`config.mk`:
```
export PLATFORM = sky130hd
export DESIGN_NAME = pipe_ctrl_flat
export DESIGN_NICKNAME = d
export VERILOG_FILES = /design/src/rtl/pipe_ctrl_if.sv /design/src/rtl/pipe_ctrl.sv /design/src/flat_wrapper.sv
export SDC_FILE = /design/constraint.sdc
export NUM_CORES = 1
export LEC_CHECK = 0
export CORE_MARGIN = 10
export CORE_UTILIZATION = 52
export CTS_CLUSTER_SIZE = 20
export DETAILED_ROUTE_END_ITERATION = 6
export DONT_BUFFER_PORTS = 1
export GPL_TIMING_DRIVEN = 0
export PLACE_DENSITY_LB_ADDON = 0.05
export SETUP_SLACK_MARGIN = 0.15
export SLEW_MARGIN = 15
export SYNTH_ARGS = -nofsm -noshare
export SYNTH_HDL_FRONTEND = slang
export SYNTH_SLANG_ARGS = --single-unit
```
`constraint.sdc`:
```
create_clock -name clk -period 8.4 [get_ports clk]
set_clock_uncertainty 0.2 [all_clocks]
set_input_delay 2.52 -clock clk [delete_from_list [all_inputs] [get_ports clk]]
set_output_delay 2.52 -clock clk [all_outputs]
set_load 0.05 [all_outputs]
```
`src/rtl/pipe_ctrl_if.sv`:
```
// rtl/pipe_ctrl_if.sv - pipeline control handshake bundle between the core stages and pipe_ctrl
//
// master: the pipeline datapath (drives stall requests and the ID branch decision)
// slave : pipe_ctrl (drives the stall vector, IF/ID flush and PC redirect)
//   stallreq_if/id/ex/mem : per-stage stall requests
//   br, br_addr           : taken branch/jump resolved in ID and its target
//   stall[5:0]            : per-register hold vector, [0]=PC ... [5]=WB (reserved)
//   flush_if              : IF/ID register loads a bubble this cycle
//   redirect, new_pc      : PC loads new_pc this cycle
//   stall_timeout         : sticky runaway-stall flag

interface pipe_ctrl_if;
    logic        stallreq_if;
    logic        stallreq_id;
    logic        stallreq_ex;
    logic        stallreq_mem;
    logic        br;
    logic [31:0] br_addr;
    logic [5:0]  stall;
    logic        flush_if;
    logic        redirect;
    logic [31:0] new_pc;
    logic        stall_timeout;

    modport master (
        output stallreq_if, stallreq_id, stallreq_ex, stallreq_mem, br, br_addr,
        input  stall, flush_if, redirect, new_pc, stall_timeout
    );

    modport slave (
        input  stallreq_if, stallreq_id, stallreq_ex, stallreq_mem, br, br_addr,
        output stall, flush_if, redirect, new_pc, stall_timeout
    );
endinterface

```
`src/rtl/pipe_ctrl.sv`:
```
// rtl/pipe_ctrl.sv - stall merge, branch redirect sequencing and runaway-stall watchdog for the 5-stage core
//
// Ports:
//   clk                : clock, all state on rising edge
//   rst                : synchronous active-high reset
//   bus (slave)        : pipe_ctrl_if handshake bundle (stall requests, branch, stall vector, redirect)
//   perf_stall_cycles  : cycles with any stall bit set (only with PIPE_CTRL_PERF_EN)
//   perf_redirects     : cycles with redirect asserted (only with PIPE_CTRL_PERF_EN)
// Parameters:
//   STALL_LIMIT        : consecutive-stall count at which stall_timeout sets
//   CNT_W              : width of the consecutive-stall counter
// Optional feature macro: PIPE_CTRL_PERF_EN

module pipe_ctrl #(
    parameter int STALL_LIMIT = 1023,
    parameter int CNT_W       = 10
) (
    input  logic        clk,
    input  logic        rst,
    pipe_ctrl_if.slave  bus
`ifdef PIPE_CTRL_PERF_EN
    ,
    output logic [31:0] perf_stall_cycles,
    output logic [31:0] perf_redirects
`endif
);

    typedef enum logic {
        IDLE = 1'b0,
        PEND = 1'b1
    } state_t;

    localparam logic [CNT_W-1:0] CNT_MAX   = {CNT_W{1'b1}};
    localparam logic [CNT_W-1:0] CNT_LIMIT = CNT_W'(STALL_LIMIT);

    state_t            state_q, state_d;
    logic [31:0]       pend_pc_q, pend_pc_d;
    logic [CNT_W-1:0]  cnt_q, cnt_d;
    logic              timeout_q, timeout_d;

    logic [5:0]        stall_c;
    logic              flush_c;
    logic              redirect_c;
    logic [31:0]       new_pc_c;
    logic              any_req;
    logic              back_stall;

    // Stages behind IF stalling keep ID frozen, so a branch seen in ID
    // will be presented again and must not be acted on yet.
    assign back_stall = bus.stallreq_id | bus.stallreq_ex | bus.stallreq_mem;
    assign any_req    = back_stall | bus.stallreq_if;

    always_comb begin
        state_d    = state_q;
        pend_pc_d  = pend_pc_q;
        flush_c    = 1'b0;
        redirect_c = 1'b0;
        new_pc_c   = 32'd0;

        // The deepest stalling stage wins; it holds every register up to
        // and including its own.
        if (bus.stallreq_mem) begin
            stall_c = 6'b011111;
        end else if (bus.stallreq_ex) begin
            stall_c = 6'b001111;
        end else if (bus.stallreq_id) begin
            stall_c = 6'b000111;
        end else if (bus.stallreq_if) begin
            stall_c = 6'b000011;
        end else begin
            stall_c = 6'b000000;
        end

        case (state_q)
            IDLE: begin
                if (bus.br && !back_stall) begin
                    flush_c = 1'b1;
                    if (!bus.stallreq_if) begin
                        redirect_c = 1'b1;
                        new_pc_c   = bus.br_addr;
                    end else begin
                        // Fetch is busy: park the target until it can be taken.
                        pend_pc_d = bus.br_addr;
                        state_d   = PEND;
                    end
                end
            end
            PEND: begin
                // ID only holds bubbles here, so br carries no information.
                flush_c = 1'b1;
                if (!bus.stallreq_if && !bus.stallreq_ex && !bus.stallreq_mem) begin
                    redirect_c = 1'b1;
                    new_pc_c   = pend_pc_q;
                    state_d    = IDLE;
                end
            end
            default: begin
                state_d = IDLE;
            end
        endcase

        // The PC must be free to load the redirect target.
        if (redirect_c) begin
            stall_c[0] = 1'b0;
        end

        if (rst) begin
            stall_c    = 6'b000000;
            flush_c    = 1'b0;
            redirect_c = 1'b0;
            new_pc_c   = 32'd0;
        end
    end

    always_comb begin
        cnt_d = cnt_q;
        if (!any_req) begin
            cnt_d = '0;
        end else if (cnt_q != CNT_MAX) begin
            cnt_d = cnt_q + CNT_W'(1);
        end
        timeout_d = timeout_q | (cnt_q == CNT_LIMIT);
    end

    always_ff @(posedge clk) begin
        if (rst) begin
            state_q   <= IDLE;
            pend_pc_q <= 32'd0;
            cnt_q     <= '0;
            timeout_q <= 1'b0;
        end else begin
            state_q   <= state_d;
            pend_pc_q <= pend_pc_d;
            cnt_q     <= cnt_d;
            timeout_q <= timeout_d;
        end
    end

    assign bus.stall         = stall_c;
    assign bus.flush_if      = flush_c;
    assign bus.redirect      = redirect_c;
    assign bus.new_pc        = new_pc_c;
    assign bus.stall_timeout = timeout_q;

`ifdef PIPE_CTRL_PERF_EN
    logic [31:0] perf_stall_q, perf_stall_d;
    logic [31:0] perf_redir_q, perf_redir_d;

    always_comb begin
        perf_stall_d = perf_stall_q;
        perf_redir_d = perf_redir_q;
        if (stall_c != 6'b000000) begin
            perf_stall_d = perf_stall_q + 32'd1;
        end
        if (redirect_c) begin
            perf_redir_d = perf_redir_q + 32'd1;
        end
    end

    always_ff @(posedge clk) begin
        if (rst) begin
            perf_stall_q <= 32'd0;
            perf_redir_q <= 32'd0;
        end else begin
            perf_stall_q <= perf_stall_d;
            perf_redir_q <= perf_redir_d;
        end
    end

    assign perf_stall_cycles = perf_stall_q;
    assign perf_redirects    = perf_redir_q;
`endif

endmodule

```
`src/flat_wrapper.sv`:
```
// flat-port wrapper written by rule: the top's interface ports become plain ports
module pipe_ctrl_flat 
#(
    parameter int STALL_LIMIT = 1023,
    parameter int CNT_W       = 10
)
  (clk, rst, bus_stallreq_if, bus_stallreq_id, bus_stallreq_ex, bus_stallreq_mem, bus_br, bus_br_addr, bus_stall, bus_flush_if, bus_redirect, bus_new_pc, bus_stall_timeout);
  pipe_ctrl_if bus_i ();
  input  logic clk;
  input  logic rst;
  input wire logic [$bits(bus_i.stallreq_if)-1:0] bus_stallreq_if;
  input wire logic [$bits(bus_i.stallreq_id)-1:0] bus_stallreq_id;
  input wire logic [$bits(bus_i.stallreq_ex)-1:0] bus_stallreq_ex;
  input wire logic [$bits(bus_i.stallreq_mem)-1:0] bus_stallreq_mem;
  input wire logic [$bits(bus_i.br)-1:0] bus_br;
  input wire logic [$bits(bus_i.br_addr)-1:0] bus_br_addr;
  output wire logic [$bits(bus_i.stall)-1:0] bus_stall;
  output wire logic [$bits(bus_i.flush_if)-1:0] bus_flush_if;
  output wire logic [$bits(bus_i.redirect)-1:0] bus_redirect;
  output wire logic [$bits(bus_i.new_pc)-1:0] bus_new_pc;
  output wire logic [$bits(bus_i.stall_timeout)-1:0] bus_stall_timeout;
  assign bus_i.stallreq_if = bus_stallreq_if;
  assign bus_i.stallreq_id = bus_stallreq_id;
  assign bus_i.stallreq_ex = bus_stallreq_ex;
  assign bus_i.stallreq_mem = bus_stallreq_mem;
  assign bus_i.br = bus_br;
  assign bus_i.br_addr = bus_br_addr;
  assign bus_stall = bus_i.stall;
  assign bus_flush_if = bus_i.flush_if;
  assign bus_redirect = bus_i.redirect;
  assign bus_new_pc = bus_i.new_pc;
  assign bus_stall_timeout = bus_i.stall_timeout;
  pipe_ctrl #(.STALL_LIMIT(STALL_LIMIT), .CNT_W(CNT_W)) u_core (.clk(clk), .rst(rst), .bus(bus_i));
endmodule
```
======== Yosys cells after proc, flatten, opt, wreduce, memory -nomap -nowiden ========
Index checks and enable logic that the tools add are counted.
storage, ports and cells
  bits in registers ....................... 44
  memory bits (writable) .................. 0
  memories ................................ 0
  logic and storage cells ................. 45
  bits in latches ......................... 0
  memory bits (read-only) ................. 0
  output and inout bits ................... 41
operators by class
  add/sub/neg operators ................... 1
  equal/unequal tests ..................... 2
  shift-type cells ........................ 0
  div/mod/pow operators ................... 0
  reduce and logical (&&, ||, !) cells .... 9
  multipliers ............................. 0
  muxes and demuxes ....................... 23
  bitwise gates (word level) .............. 6
  $lt $le $gt $ge ......................... 0
operators by type and width
  cell                                            count
  two-way mux 32 bit                              4
  one-hot mux 32 bit (2 select lines)             1
  two-way mux 6 bit                               4
  adder 10 x 1 -> 10 bit (second input constant)  1
  == test 10 bit (second input constant)          1
  two-way mux 1 bit                               10
  != test 10 bit (second input constant)          1
  one-hot mux 1 bit (2 select lines)              3
  zero test 1 bit                                 4
  bitwise OR 1 bit                                4
  logical AND 1 bit                               3
  AND reduction 3 bit                             1
  two-way mux 2 bit                               1
  NOT 1 bit                                       2
  OR reduction 2 bit                              1

======== Logic depth before layout (Yosys ltp) ========
  word-level depth ........................ 8
  gate-level depth with buffers ........... 7

======== Least setup slack after synthesis ========
Ideal clock, no wire load.
  path kind ............................... input -> output
  start ................................... input bus_stallreq_id
  end ..................................... output bus_new_pc[31]
  arrival ................................. 4.420 ns
  slack ................................... 1.260 ns
  buffers on the path ..................... 0
  stages .................................. 3
  data required time ...................... 5.680 ns
  cell sequence ........................... nor4b_2 -> nor2_1 -> nor4_1
on the way
  cells in the longest elaborated chain, start to end .. 7
RTL lines
  what                                 RTL line            source
  from (decl)                          flat_wrapper.sv:12  input wire logic [$bits(bus_i.stallreq_id)-1:0] bus_stallreq_id;
  bitwise OR 1 bit (2 in series)       pipe_ctrl.sv:50     assign back_stall = bus.stallreq_id | bus.stallreq_ex | bus.stallreq_mem;
  zero test 1 bit                      pipe_ctrl.sv:76     if (bus.br && !back_stall) begin
  logical AND 1 bit                    pipe_ctrl.sv:76
  two-way mux 32 bit                   pipe_ctrl.sv:76
  one-hot mux 32 bit (2 select lines)  pipe_ctrl.sv:74     case (state_q)
  two-way mux 32 bit                   pipe_ctrl.sv:107    if (rst) begin
  to (decl)                            flat_wrapper.sv:20  output wire logic [$bits(bus_i.new_pc)-1:0] bus_new_pc;
Every way passes these cells.

======== Final worst setup path ========
  start ................................... input bus_stallreq_if
  end ..................................... output bus_new_pc[2]
on the way
  cells in the longest elaborated chain, start to end .. 6
RTL lines
  what                                   RTL line            source
  from (decl)                            flat_wrapper.sv:11  input wire logic [$bits(bus_i.stallreq_if)-1:0] bus_stallreq_if;
  zero test 1 bit                        --
  logical AND 1 bit (2 in series)        pipe_ctrl.sv:91     if (!bus.stallreq_if && !bus.stallreq_ex && !bus.stallreq_mem) begin
  two-way mux 32 bit                     pipe_ctrl.sv:91
  one-hot mux 32 bit (2 select lines) *  pipe_ctrl.sv:74
  two-way mux 32 bit *                   pipe_ctrl.sv:107
Every way passes the cells marked *; elsewhere a longest branch is shown, timed or not.

==> run summary <==
Htree depth: 2
Synth Register Bits: 44
Share of layout cells above drive strength 1: 7.541%
Setup TNS: 0 ns
Initial Util: 54.99%
XOR/XNOR share of the synthesized area: 1.169%
Compound-gate portion of the synthesized area: 11.58%
Crit path max fanout: 10
Cts repair resizes: 0
Clk root buf: clkbuf_8
Normalized max-slew margin: 29.01%
P&R area growth vs syn: 8.185%
Largest net degree at the start of global routing: 14
Util after Layout: 59.49%
Pre-antenna DRT Iters: 4
Post-layout minimum cycle time: 6.987 ns
Commonest non-fill, non-tap cell in the layout: nand2_1
Power per Cell Area: 167.6 nW/um2
Die height: 85.74 um
# setup viols final: 0
Required time worst endpoint: 5.68 ns
Antenna viol nets, final: 0
I/O Buffers: 0
Final worst-path cycle share: 83.17%
EDFF count, synth: 0
Synth top area share: 39.20%
CTS tree: done
CTS max path bufs: 2
Syn_nets: 336
Core ar.: 4086 um2
First-pass GRT wire length: 9.121 mm
Hold WC Path Type: flop to flop
Initial antenna violation count: 0
Final Net Count: 344
MaxCap Viol Count: 0
Vias per cell: 5.485
Top post-synthesis cells by area: dfxtp_1 39%, mux2i_1 14%, nand2_1 12%
Antenna diodes: 0
# hold bufs at CTS: 0
Post-Synth Adder-Cell Area: 0.5568%
# rows: 23
DRC Markers: 0
Critical path data arrival time: 4.27 ns
Startpoint Class: primary input
Maximum vdd ir drop: 0.1008 mV
Filler instances: 421
Simple-gate share of the synthesized area: 27.00%
Placed Area: 2323 um2
Clock-pin slew on the worst setup and hold paths: 0.08 ns
Cells after synthesis: 296
Number of global-route vias before repair: 1896
# IOs: 80
TritonCTS buffer count: 5
Leak: 0.0008077 uW
Post-synthesis instance area: 2247 um2
Total Wirelength: 5.555 mm
Peak Freq: 143.1 MHz
Total track usage: 15.05%
Most frequent cells in the layout: 69 x nand2_1, 44 x dfxtp_1, 43 x nor2_1, 38 x a21oi_1, 32 x mux2i_1
Register area share after synthesis: 39.20%
Crit Path Category: primary input to primary output
Main flop type after synthesis: dfxtp_1
Distinct cells, synth: 36
Post-synthesis average cell area: 7.592 um2
Outcome: finished, final reports clean
Final instance area: 2431 um2
RSZ-0062 raised after global routing: no
DR vias: 1947
Synth area leader: dfxtp_1
Yosys warns: 0
Tightest Pin Transition: 1.068 ns
Initial DRC count: 101
Final RePlAce weighted congestion: 0.8111
Die area: 7350 um2
Ys async rst share: 0%
Half-perimeter wire length after placement: 4.195 mm
Setup bufs post-CTS: 0
CP Capture Type: primary output
Max Transition Viols Final: 0
Clock Latency Late Sink: 0.29 ns
Clock sink total: 44
Remaining global-route overflow: 0
Largest family of logic cells by synthesized area: simple AND/OR/NAND/NOR gates
Die width: 85.74 um
Average routed wire per standard cell: 15.65 um
Hold Violations, Final: 0
Mux cell area share after synthesis: 14.25%
## synthesized netlist by cell type (2+ instances only)
master / n
nand2_1: 69
dfxtp_1: 44
nor2_1: 43
a21oi_1: 38
mux2i_1: 32
clkbuf_1: 10
nand3_1: 6
and3_1: 5
buf_2: 4
buf_6: 4
inv_1: 4
nor3_1: 4
buf_1: 3
nor2_2: 3
a31oi_1: 2
nand4_1: 2
nor2b_1: 2
o21ai_0: 2
xor2_1: 2
## logic make-up after synthesis
logic type                 after synthesis
buffers and inverters                   26
other                                    1
and+or+nand+nor                        141
DFF                                     44
AOI/OAI and AO/OA                       48
xor gates and xnor gates                 3
adders and majority gates                1
muxes                                   32
## sequential cells by signal (all words and copies together) (netlist names)
register / count
u_core.state_q: 1
u_core.cnt_q: 10
u_core.bus.stall_timeout: 1
u_core.pend_pc_q: 32
## layer usage
| layer | track usage (%) | up-vias | part of all wire (%) |
|---|---|---|---|
| met2 | 23.43 | 59 | 45 |
| met4 | 4.940 | 0 | 1.2 |
| met1 | 17.49 | 883 | 42 |
| li1 | - | 1000 | - |
| met3 | 7.663 | 5 | 12 |
| met5 | 0 | - | 0 |
## through the flow
| step | hold WS [ns] | setup WS (ns) | std cells | power [uW] |
|---|---|---|---|---|
| finish | 0.2553 | 1.413 | 355 | 407.5 |
| global route | 0.2753 | 1.374 | 355 | 423.0 |
| CTS | 0.2582 | 1.403 | 355 | 414.0 |
| detailed placement | 0.2463 | 1.406 | 347 | 256.1 |
| global placement | 0.2413 | 0.9395 | 346 | 255.2 |
| floorplan | 0.2319 | 1.260 | 296 | 250.1 |
## report_power, final
part	total [uW]	leakage, uW	switching [uW]	internal [uW]
clock network	157	0.0000552	68.4	88.2
registers	214	0.000356	2.36	212
logic	36.8	0.000397	26.1	10.7
## worst max-delay path: stages
cell	delay, ns
or3_4	0.37
or3_1	0.37
buf_6	0.14
buf_6	0.14
nor2_1	0.71
## path summary, 6_finish.rpt
check,start,endpoint,slack (ns),cells after the start
worst min-delay path,u_core.pend_pc_q[5]$_SDFFE_PP0P_,u_core.pend_pc_q[5]$_SDFFE_PP0P_,0.26,2
worst max register to register,u_core.cnt_q[0]$_SDFFE_PP0P_,u_core.cnt_q[1]$_SDFFE_PP0P_,6.61,5
worst max-delay path,bus_stallreq_if,bus_new_pc[2],1.41,5
worst min register to register,u_core.pend_pc_q[5]$_SDFFE_PP0P_,u_core.pend_pc_q[5]$_SDFFE_PP0P_,0.26,2
## area by class of cell
type	count	area (um2)	share of cell area [%]
Clock buffer	6	72.57	2.985
Multi-Input combinational cell	226	1236	50.85
Tap cell	50	62.56	2.573
Buffer	22	121.4	4.992
Timing Repair Buffer	1	7.507	0.3088
Clock inverter	2	35.03	1.441
Inverter	4	15.01	0.6176
Sequential cell	44	880.8	36.23
Power figures use the tool's default switching activity.
